===== config.mk =====
export PLATFORM = sky130hd
export DESIGN_NAME = mips_main_control
export DESIGN_NICKNAME = d
export VERILOG_FILES = /design/src/rtl/mips_main_control.sv
export SDC_FILE = /design/constraint.sdc
export NUM_CORES = 1
export LEC_CHECK = 0
export CAP_MARGIN = 10
export CELL_PAD_IN_SITES_DETAIL_PLACEMENT = 1
export CELL_PAD_IN_SITES_GLOBAL_PLACEMENT = 2
export CORE_ASPECT_RATIO = 1.75
export CORE_MARGIN = 2
export CORE_UTILIZATION = 30
export DETAILED_ROUTE_END_ITERATION = 8
export DONT_BUFFER_PORTS = 1
export PLACE_DENSITY_LB_ADDON = 0.1
export SETUP_SLACK_MARGIN = 0.15
export SYNTH_ARGS = -nofsm -noshare
export SYNTH_HDL_FRONTEND = slang
export SYNTH_SLANG_ARGS = --single-unit
export TNS_END_PERCENT = 30

===== constraint.sdc =====
create_clock -name clk -period 3.8 [get_ports clk]
set_input_delay 0.57 -clock clk [delete_from_list [all_inputs] [get_ports clk]]
set_output_delay 0.57 -clock clk [all_outputs]
set_load 0.02 [all_outputs]

===== src/rtl/mips_main_control.sv =====
// Multicycle MIPS main controller: sequences fetch/decode/execute/mem/writeback and drives datapath selects.
// Latency: outputs decode the current state combinationally; IRWrite/PCWrite in FETCH follow mem_ready (Mealy).
// Backpressure: FETCH, MEMRD and MEMWR hold until mem_ready; mem_ready is ignored in all other states.
module mips_main_control (
  input  logic       clk,
  input  logic       rst_n,
  input  logic [5:0] opcode,
  input  logic       mem_ready,
  output logic       PCWrite,
  output logic       PCWriteCond,
  output logic       PCWriteCondN,
  output logic [1:0] PCSource,
  output logic       IorD,
  output logic       MemRead,
  output logic       MemWrite,
  output logic       IRWrite,
  output logic       RegDst,
  output logic       MemtoReg,
  output logic       RegWrite,
  output logic       ALUSrcA,
  output logic [1:0] ALUSrcB,
  output logic       ExtZero,
  output logic [5:0] ALUOP,
  output logic       illegal_op,
  output logic [3:0] state
);

  typedef enum logic [3:0] {
    S_FETCH   = 4'd0,
    S_DECODE  = 4'd1,
    S_MEMADR  = 4'd2,
    S_MEMRD   = 4'd3,
    S_MEMWB   = 4'd4,
    S_MEMWR   = 4'd5,
    S_RTYPEEX = 4'd6,
    S_RTYPEWB = 4'd7,
    S_BRANCH  = 4'd8,
    S_IMMEX   = 4'd9,
    S_IMMWB   = 4'd10,
    S_JUMP    = 4'd11
  } state_t;

  localparam logic [5:0] OP_RTYPE = 6'b000000;
  localparam logic [5:0] OP_J     = 6'b000010;
  localparam logic [5:0] OP_BEQ   = 6'b000100;
  localparam logic [5:0] OP_BNE   = 6'b000101;
  localparam logic [5:0] OP_ADDI  = 6'b001000;
  localparam logic [5:0] OP_SLTI  = 6'b001010;
  localparam logic [5:0] OP_ANDI  = 6'b001100;
  localparam logic [5:0] OP_ORI   = 6'b001101;
  localparam logic [5:0] OP_LW    = 6'b100011;
  localparam logic [5:0] OP_SW    = 6'b101011;

  localparam logic [5:0] ALU_ADD  = 6'b000000;
  localparam logic [5:0] ALU_SUB  = 6'b000001;
  localparam logic [5:0] ALU_FUNC = 6'b000010;
  localparam logic [5:0] ALU_AND  = 6'b000011;
  localparam logic [5:0] ALU_OR   = 6'b000100;
  localparam logic [5:0] ALU_SLT  = 6'b000101;

  state_t cur, nxt;

  always_comb begin
    nxt          = cur;
    PCWrite      = 1'b0;
    PCWriteCond  = 1'b0;
    PCWriteCondN = 1'b0;
    PCSource     = 2'b00;
    IorD         = 1'b0;
    MemRead      = 1'b0;
    MemWrite     = 1'b0;
    IRWrite      = 1'b0;
    RegDst       = 1'b0;
    MemtoReg     = 1'b0;
    RegWrite     = 1'b0;
    ALUSrcA      = 1'b0;
    ALUSrcB      = 2'b00;
    ExtZero      = 1'b0;
    ALUOP        = ALU_ADD;
    illegal_op   = 1'b0;

    case (cur)
      S_FETCH: begin
        MemRead = 1'b1;
        ALUSrcB = 2'b01;
        IRWrite = mem_ready;
        PCWrite = mem_ready;
        if (mem_ready) nxt = S_DECODE;
      end
      S_DECODE: begin
        // ALU precomputes the branch target while the opcode is decoded
        ALUSrcB = 2'b11;
        case (opcode)
          OP_LW, OP_SW:                     nxt = S_MEMADR;
          OP_RTYPE:                         nxt = S_RTYPEEX;
          OP_BEQ, OP_BNE:                   nxt = S_BRANCH;
          OP_ADDI, OP_ANDI, OP_ORI, OP_SLTI: nxt = S_IMMEX;
          OP_J:                             nxt = S_JUMP;
          default: begin
            nxt        = S_FETCH;
            illegal_op = 1'b1;
          end
        endcase
      end
      S_MEMADR: begin
        ALUSrcA = 1'b1;
        ALUSrcB = 2'b10;
        nxt     = (opcode == OP_SW) ? S_MEMWR : S_MEMRD;
      end
      S_MEMRD: begin
        MemRead = 1'b1;
        IorD    = 1'b1;
        if (mem_ready) nxt = S_MEMWB;
      end
      S_MEMWB: begin
        RegWrite = 1'b1;
        MemtoReg = 1'b1;
        nxt      = S_FETCH;
      end
      S_MEMWR: begin
        MemWrite = 1'b1;
        IorD     = 1'b1;
        if (mem_ready) nxt = S_FETCH;
      end
      S_RTYPEEX: begin
        ALUSrcA = 1'b1;
        ALUOP   = ALU_FUNC;
        nxt     = S_RTYPEWB;
      end
      S_RTYPEWB: begin
        RegWrite = 1'b1;
        RegDst   = 1'b1;
        nxt      = S_FETCH;
      end
      S_BRANCH: begin
        ALUSrcA      = 1'b1;
        ALUOP        = ALU_SUB;
        PCSource     = 2'b01;
        PCWriteCond  = (opcode == OP_BEQ);
        PCWriteCondN = (opcode == OP_BNE);
        nxt          = S_FETCH;
      end
      S_IMMEX: begin
        ALUSrcA = 1'b1;
        ALUSrcB = 2'b10;
        case (opcode)
          OP_ANDI: begin ALUOP = ALU_AND; ExtZero = 1'b1; end
          OP_ORI:  begin ALUOP = ALU_OR;  ExtZero = 1'b1; end
          OP_SLTI: ALUOP = ALU_SLT;
          default: ALUOP = ALU_ADD;
        endcase
        nxt = S_IMMWB;
      end
      S_IMMWB: begin
        RegWrite = 1'b1;
        nxt      = S_FETCH;
      end
      S_JUMP: begin
        PCWrite  = 1'b1;
        PCSource = 2'b10;
        nxt      = S_FETCH;
      end
      default: nxt = S_FETCH;
    endcase

    // Reset silences every strobe immediately, so an abandoned instruction never commits
    if (!rst_n) begin
      PCWrite      = 1'b0;
      PCWriteCond  = 1'b0;
      PCWriteCondN = 1'b0;
      PCSource     = 2'b00;
      IorD         = 1'b0;
      MemRead      = 1'b0;
      MemWrite     = 1'b0;
      IRWrite      = 1'b0;
      RegDst       = 1'b0;
      MemtoReg     = 1'b0;
      RegWrite     = 1'b0;
      ALUSrcA      = 1'b0;
      ALUSrcB      = 2'b01;
      ExtZero      = 1'b0;
      ALUOP        = ALU_ADD;
      illegal_op   = 1'b0;
    end
  end

  always_ff @(posedge clk) begin
    if (!rst_n) cur <= S_FETCH;
    else        cur <= nxt;
  end

  assign state = cur;

endmodule


# Yosys cells after proc, flatten, opt, wreduce, memory -nomap -nowiden
# Cells that the tools add are included.
[classes]
n_eq_ne = 23
n_mux = 41
n_reduce_logical = 13
[ops]
columns = ["cell", "n"]
rows = [
  ["case mux 4 bit (7 select lines)", 1],
  ["two-way mux 1 bit", 27],
  ["== test 6 x 4 -> 1 bit, second input constant", 4],
  ["case mux 4 bit (5 select lines)", 1],
  ["case mux 3 bit (3 select lines)", 2],
  ["== test 4 x 3 -> 1 bit, second input constant", 4],
  ["== test 4 bit, second input constant", 4],
  ["== test 6 x 3 -> 1 bit, second input constant", 2],
  ["== test 6 bit, second input constant", 2],
  ["two-way mux 4 bit", 3],
  ["OR reduction 2 bit", 6],
  ["OR reduction 10 bit", 1],
  ["== test 4 x 2 -> 1 bit, second input constant", 2],
  ["OR reduction 4 bit", 2],
  ["== test 6 x 2 -> 1 bit, second input constant", 1],
  ["zero test 6 bit", 1],
  ["two-way mux 6 bit", 1],
  ["inequality test 2 bit, second input constant", 3],
  ["case mux 2 bit (3 select lines)", 1],
  ["== test 4 x 1 -> 1 bit, second input constant", 1],
  ["zero test 4 bit", 1],
  ["two-way mux 2 bit", 2],
  ["case mux 2 bit (2 select lines)", 1],
  ["two-way mux 3 bit", 1],
  ["other kinds (3)", 3],
]
[totals]
regBits = 4
in_bits = 9
output_inout_bits = 27
word_cells = 78

# Logic depth before layout (Yosys ltp)
[depth]
word_depth = 5
mapped_depth = 5
ltp_nobuf = 3

# Least setup slack after synthesis
# No wires, ideal clock.
[synth_path]
path_type = "input to output"
from = "input port opcode[1]"
to = "output port PCWriteCond"
t_arrival_ns = 2.066
t_required_ns = 3.230
setup_slack_ns = 1.164
path_stages = 3
n_path_buf = 1
cell_sequence = "buf_2 > or4b_4 > nor4b_1"
[synth_between]
elab_chain_len = 3
[synth_rtl]
columns = ["item", "line_no", "text"]
rows = [
  ["start: declaration", "7", "input logic [5:0] opcode,"],
  ["== test 6 x 3 -> 1 bit", "139", "PCWriteCond = (opcode == OP_BEQ);"],
  ["two-way mux 1 bit", "82", "case (cur)"],
  ["two-way mux 1 bit", "167", "if (!rst_n) begin"],
  ["end: declaration", "10", "output logic PCWriteCond,"],
]
# Every way passes these cells.

# Final worst setup path
[layout_path]
from = "register cur[2], in the netlist state[2]"
to = "output port ALUOP[2]"
[layout_between]
elab_chain_len = 3
[layout_rtl]
columns = ["item", "line_no", "text"]
rows = [
  ["start: declaration", "61", "state_t cur, nxt;"],
  ["start signal: assignment", "189", "else cur <= nxt;"],
  ["== test 4 bit or == test 4 x 3 -> 1 bit (tied branches)", "82", ""],
  ["case mux 3 bit (3 select lines) *", "82", ""],
  ["two-way mux 6 bit *", "167", ""],
  ["end: declaration", "23", "output logic [5:0] ALUOP,"],
]
# Every way passes the cells marked *; elsewhere a longest branch is shown, timed or not.

==> summary.md <==
| Metric | Value |
|---|---|
| Result of the run | `complete, no violations` |
| VDD IR-drop max | `around 0.096 mV` |
| Detail Placement HPWL | `~1.7 mm` |
| Initial core utilization | `31.10%` |
| Max-cap violations | `0` |
| Yosys warning total | `0` |
| Number of filler instances in the final layout | `around 290` |
| Overall overflow remaining after global route | `0` |
| Synth top area share | `11.47%` |
| Met3 capacity usage during global routing | `3.247%` |
| Worst path arrival time | `2.23 ns` |
| Number of setup violations in the final report | `0` |
| Cell types occupying the most area after synthesis | `dfxtp_1 11%, nor2_1 6.5%, and3b_1 5.0%` |
| DR vias/cell | `5.992` |
| Count of different cell masters after synthesis | `41` |
| GPL Wtd Cong | `0.6401` |
| Die W | `40.47 um` |
| Number of enable-type register cells in the synthesized netlist | `0` |
| Tightest Pin Transition | `between 0.8 and 0.9 ns` |
| Endpoint class of the critical path | `primary output` |
| Number of stages on the worst setup path | `3` |
| RSZ-0062 raised after global routing | `no` |
| Crit path time final | `2.803 ns` |
| Met1 usage | `17.37%` |
| Startpoint type of the worst setup path | `flip-flop` |
| Most crowded layer after global routing | `met2` |
| Relative max-transition margin | `41.05%` |
| Max FFs per register | `4` |
| Slowest cell on crit path | `nor4_1` |
| I/O Pins | `36` |
| Crit path capture | `ALUOP[2]` |
| Area of combinational cells with multiple inputs | `549.3 um^2` |
| Cell chain of the critical path | `nand4bb_1, or2_2, nor4_1` |
| Top flip-flop cell by instance count after synthesis | `dfxtp_1` |
| R2r startpoint | `state[2]$_SDFFE_PN0P_` |
| Worst Hold Margin | `0.5713 ns` |
| Placed cell count | `about 120` |
| Clock transition at the registers of the reported paths | `0.03 ns` |
| Count of buffers inserted at the top-level ports | `0` |
| Routed length per placed instance | `17.72 um` |
| Max Transition Viols Final | `0` |
| Vias in the first global route | `716` |
| Tcrit/Tclk final | `73.77%` |
| Reported leakage power | `approximately 0.27 nW` |
| DRC Markers | `0` |
| Number of hold violations in the final report | `0` |
| Number of placement rows | `23` |
| Clock Root Buffer | `clkbuf_8` |
| Number of cells in the finished layout apart from fillers | `122` |
| Post-route antenna net violation count | `0` |
| Worst R2R Setup Slack | `around 2.1 ns` |
| Number of cells on the worst reg-to-reg path | `3` |
| Clock Skew | `roughly 0.0024 ns` |
| Latest clock arrival within the worst-skew pair | `0.22 ns` |
| Cell type contributing the most total cell area after synthesis | `dfxtp_1` |
| Seq cells post-synth | `4` |
| Final Net Count | `between 100 and 150` |
| Inserted Diodes | `0` |
| Full die area | `2744 um^2` |
| Core area | `between 2000 and 2500 um^2` |
| Maximum cell stage delay along the critical path | `0.72 ns` |
| CTS tree | `built` |
| Clock buffers created by TritonCTS | `3` |
| Areal power density over the cells | `241.0 nW/um^2` |
| Pin count of the biggest net entering global routing | `23` |
| CTS Hold Bufs | `0` |
| Kind of cell adding the most delay to the critical path | `simple AND/OR/NAND/NOR gates` |
| Type of the worst setup path | `flip-flop to primary output` |
| Cell area after synthesis | `~700 um^2` |
| Number of clock sinks | `4` |
| Fraction of registers with async set/reset | `0%` |
| Starting DRC count in detailed routing | `16` |
| Post-Synthesis Mean Instance Area | `6.778 um^2` |
| Area growth, synth to finish | `3.226%` |
| Sequential Area | `80.08 um^2` |
| Number of antenna violations at the first check in global routing | `0` |
| Final-layout setup total negative slack | `0 ns` |
| Required @ worst endpoint | `3.23 ns` |
| Via count | `731` |
| Depth of the CTS H-tree | `1` |
| Number of buffers inserted to repair setup after CTS | `0` |
| WP buf/inv | `0` |
| Share of synthesized area occupied by flip-flops and latches | `between 10% and 20%` |
| Met2 Usage GRT | `30.75%` |
| Endpoint of the most critical register-to-register path | `state[0]$_SDFFE_PN0P_` |
| Number of gates resized after CTS | `0` |
| All-layer global routing usage | `17.33%` |
| First element of the critical path | `state[2]$_SDFFE_PN0P_` |
| Wire length of the first global-routing pass | `3.236 mm` |
| Buffer depth of the longest clock path | `2` |
| Chip Height | `67.82 um` |
| Layout cells sized above 1 | `approximately a tenth` |
| Total Wirelength | `between 2 and 2.5 mm` |
| Synthesized instance count | `103` |
| Worst hold path class | `input port to flip-flop` |
| Highest net fanout along the worst path | `22` |
| Pre-Repair DR Iteration Count | `2` |
| Max Fclk | `approximately 0.36 GHz` |
==> per-stage QoR <==
| step | setup slack [ns] | utilization [%] | power [mW] | cell area, um^2 |
|---|---|---|---|---|
| 6_report | 0.9969 | 32.11 | 0.1737 | 720.7 |
| 5_1_grt | 0.8608 | 32.11 | 0.1819 | 720.7 |
| 4_1_cts | 0.9740 | 32.11 | 0.1760 | 720.7 |
| 3_5_place_dp | 1.222 | 30.27 | 0.08324 | 679.4 |
| 3_3_place_gp | 1.242 | 30.27 | 0.08281 | 679.4 |
| 2_1_floorplan | 1.164 | - | 0.08548 | 705.7 |
==> worst reg2reg max path, stage by stage (launching register included) <==
cell,delay (ns)
dfxtp_1,0.56
or3b_1,0.47
or4b_1,0.48
a31oi_1,0.14
==> layout by cell type, fill, tap and decap left out, types with 2 or more instances in the layout <==
| master | Yosys | routed |
|---|---|---|
| nor4_1 | 2 | 2 |
| nand2b_1 | 3 | 3 |
| a21boi_0 | 2 | 2 |
| nand3_1 | 3 | 3 |
| o211ai_1 | 2 | 2 |
| xor2_1 | 2 | 2 |
| o21ai_0 | 4 | 4 |
| and2_1 | 2 | 2 |
| dfxtp_1 | 4 | 4 |
| nor2_1 | 12 | 12 |
| nor4bb_1 | 2 | 2 |
| o31ai_1 | 3 | 3 |
| and3_1 | 4 | 4 |
| and3b_1 | 4 | 4 |
| buf_4 | 4 | 2 |
| nand2_1 | 8 | 8 |
| a21oi_1 | 6 | 6 |
| a31oi_1 | 2 | 2 |
| conb_1 | 1 | 3 |
| nor2b_1 | 2 | 2 |
| clkbuf_8 | 0 | 3 |
| nor3b_1 | 2 | 2 |
| nor3_1 | 3 | 3 |
| or2_2 | 2 | 2 |
==> layout make-up <==
cell class | instances | area share [%]
Sequential cell | 4 | 11.11
Clock buffer | 3 | 5.729
Multi-Input combinational cell | 87 | 76.22
Timing Repair Buffer | 2 | 2.083
Tap cell | 25 | 4.340
Inverter | 1 | 0.5208
==> worst min-delay path by stage <==
stage,cells after the start,to,startpoint
2_1_floorplan,3,state[1]$_SDFFE_PN0P_,state[1]$_SDFFE_PN0P_
3_3_place_gp,2,state[0]$_SDFFE_PN0P_,state[1]$_SDFFE_PN0P_
3_5_place_dp,2,state[2]$_SDFFE_PN0P_,mem_ready
4_1_cts,2,state[2]$_SDFFE_PN0P_,mem_ready
5_1_grt,3,state[1]$_SDFFE_PN0P_,opcode[4]
6_report,2,state[2]$_SDFFE_PN0P_,mem_ready
==> cell families after synthesis <==
group,share of synthesized area (%)
DFF,11.47
AOI/OAI and AO/OA,21.50
xor gates and xnor gates,2.509
other,0.5371
buffers and inverters,10.93
muxes,2.150
and+or+nand+nor,50.89
==> metal layers <==
layer  part of all wire, %  up-vias  wire length, um
met2                    56       28             1201
li1                      -      360                -
met1                    37      338              794
met4                   2.5        0               54
met5                     0        -                0
met3                   5.1        5              111
==> cells in the mapped netlist, types with 2 or more instances <==
library cell	number
xor2_1	2
or2_2	2
o31ai_1	3
nor3_1	3
nor2b_1	2
a21oi_1	6
and2_1	2
and3_1	4
nor2_1	12
a31oi_1	2
buf_4	4
o21ai_0	4
nand3_1	3
nor4_1	2
a21boi_0	2
o211ai_1	2
nor3b_1	2
dfxtp_1	4
nand2b_1	3
nand2_1	8
clkbuf_1	7
nor4bb_1	2
and3b_1	4
==> where the power goes <==
group	total (mW)	switching [mW]	leakage, nW	internal (mW)
combinational	0.0365	0.0230	0.217	0.0135
sequential	0.0456	0.00223	0.0325	0.0434
clock	0.0915	0.0238	0.0216	0.0677
No activity file was read; power rests on OpenSTA's default activity.
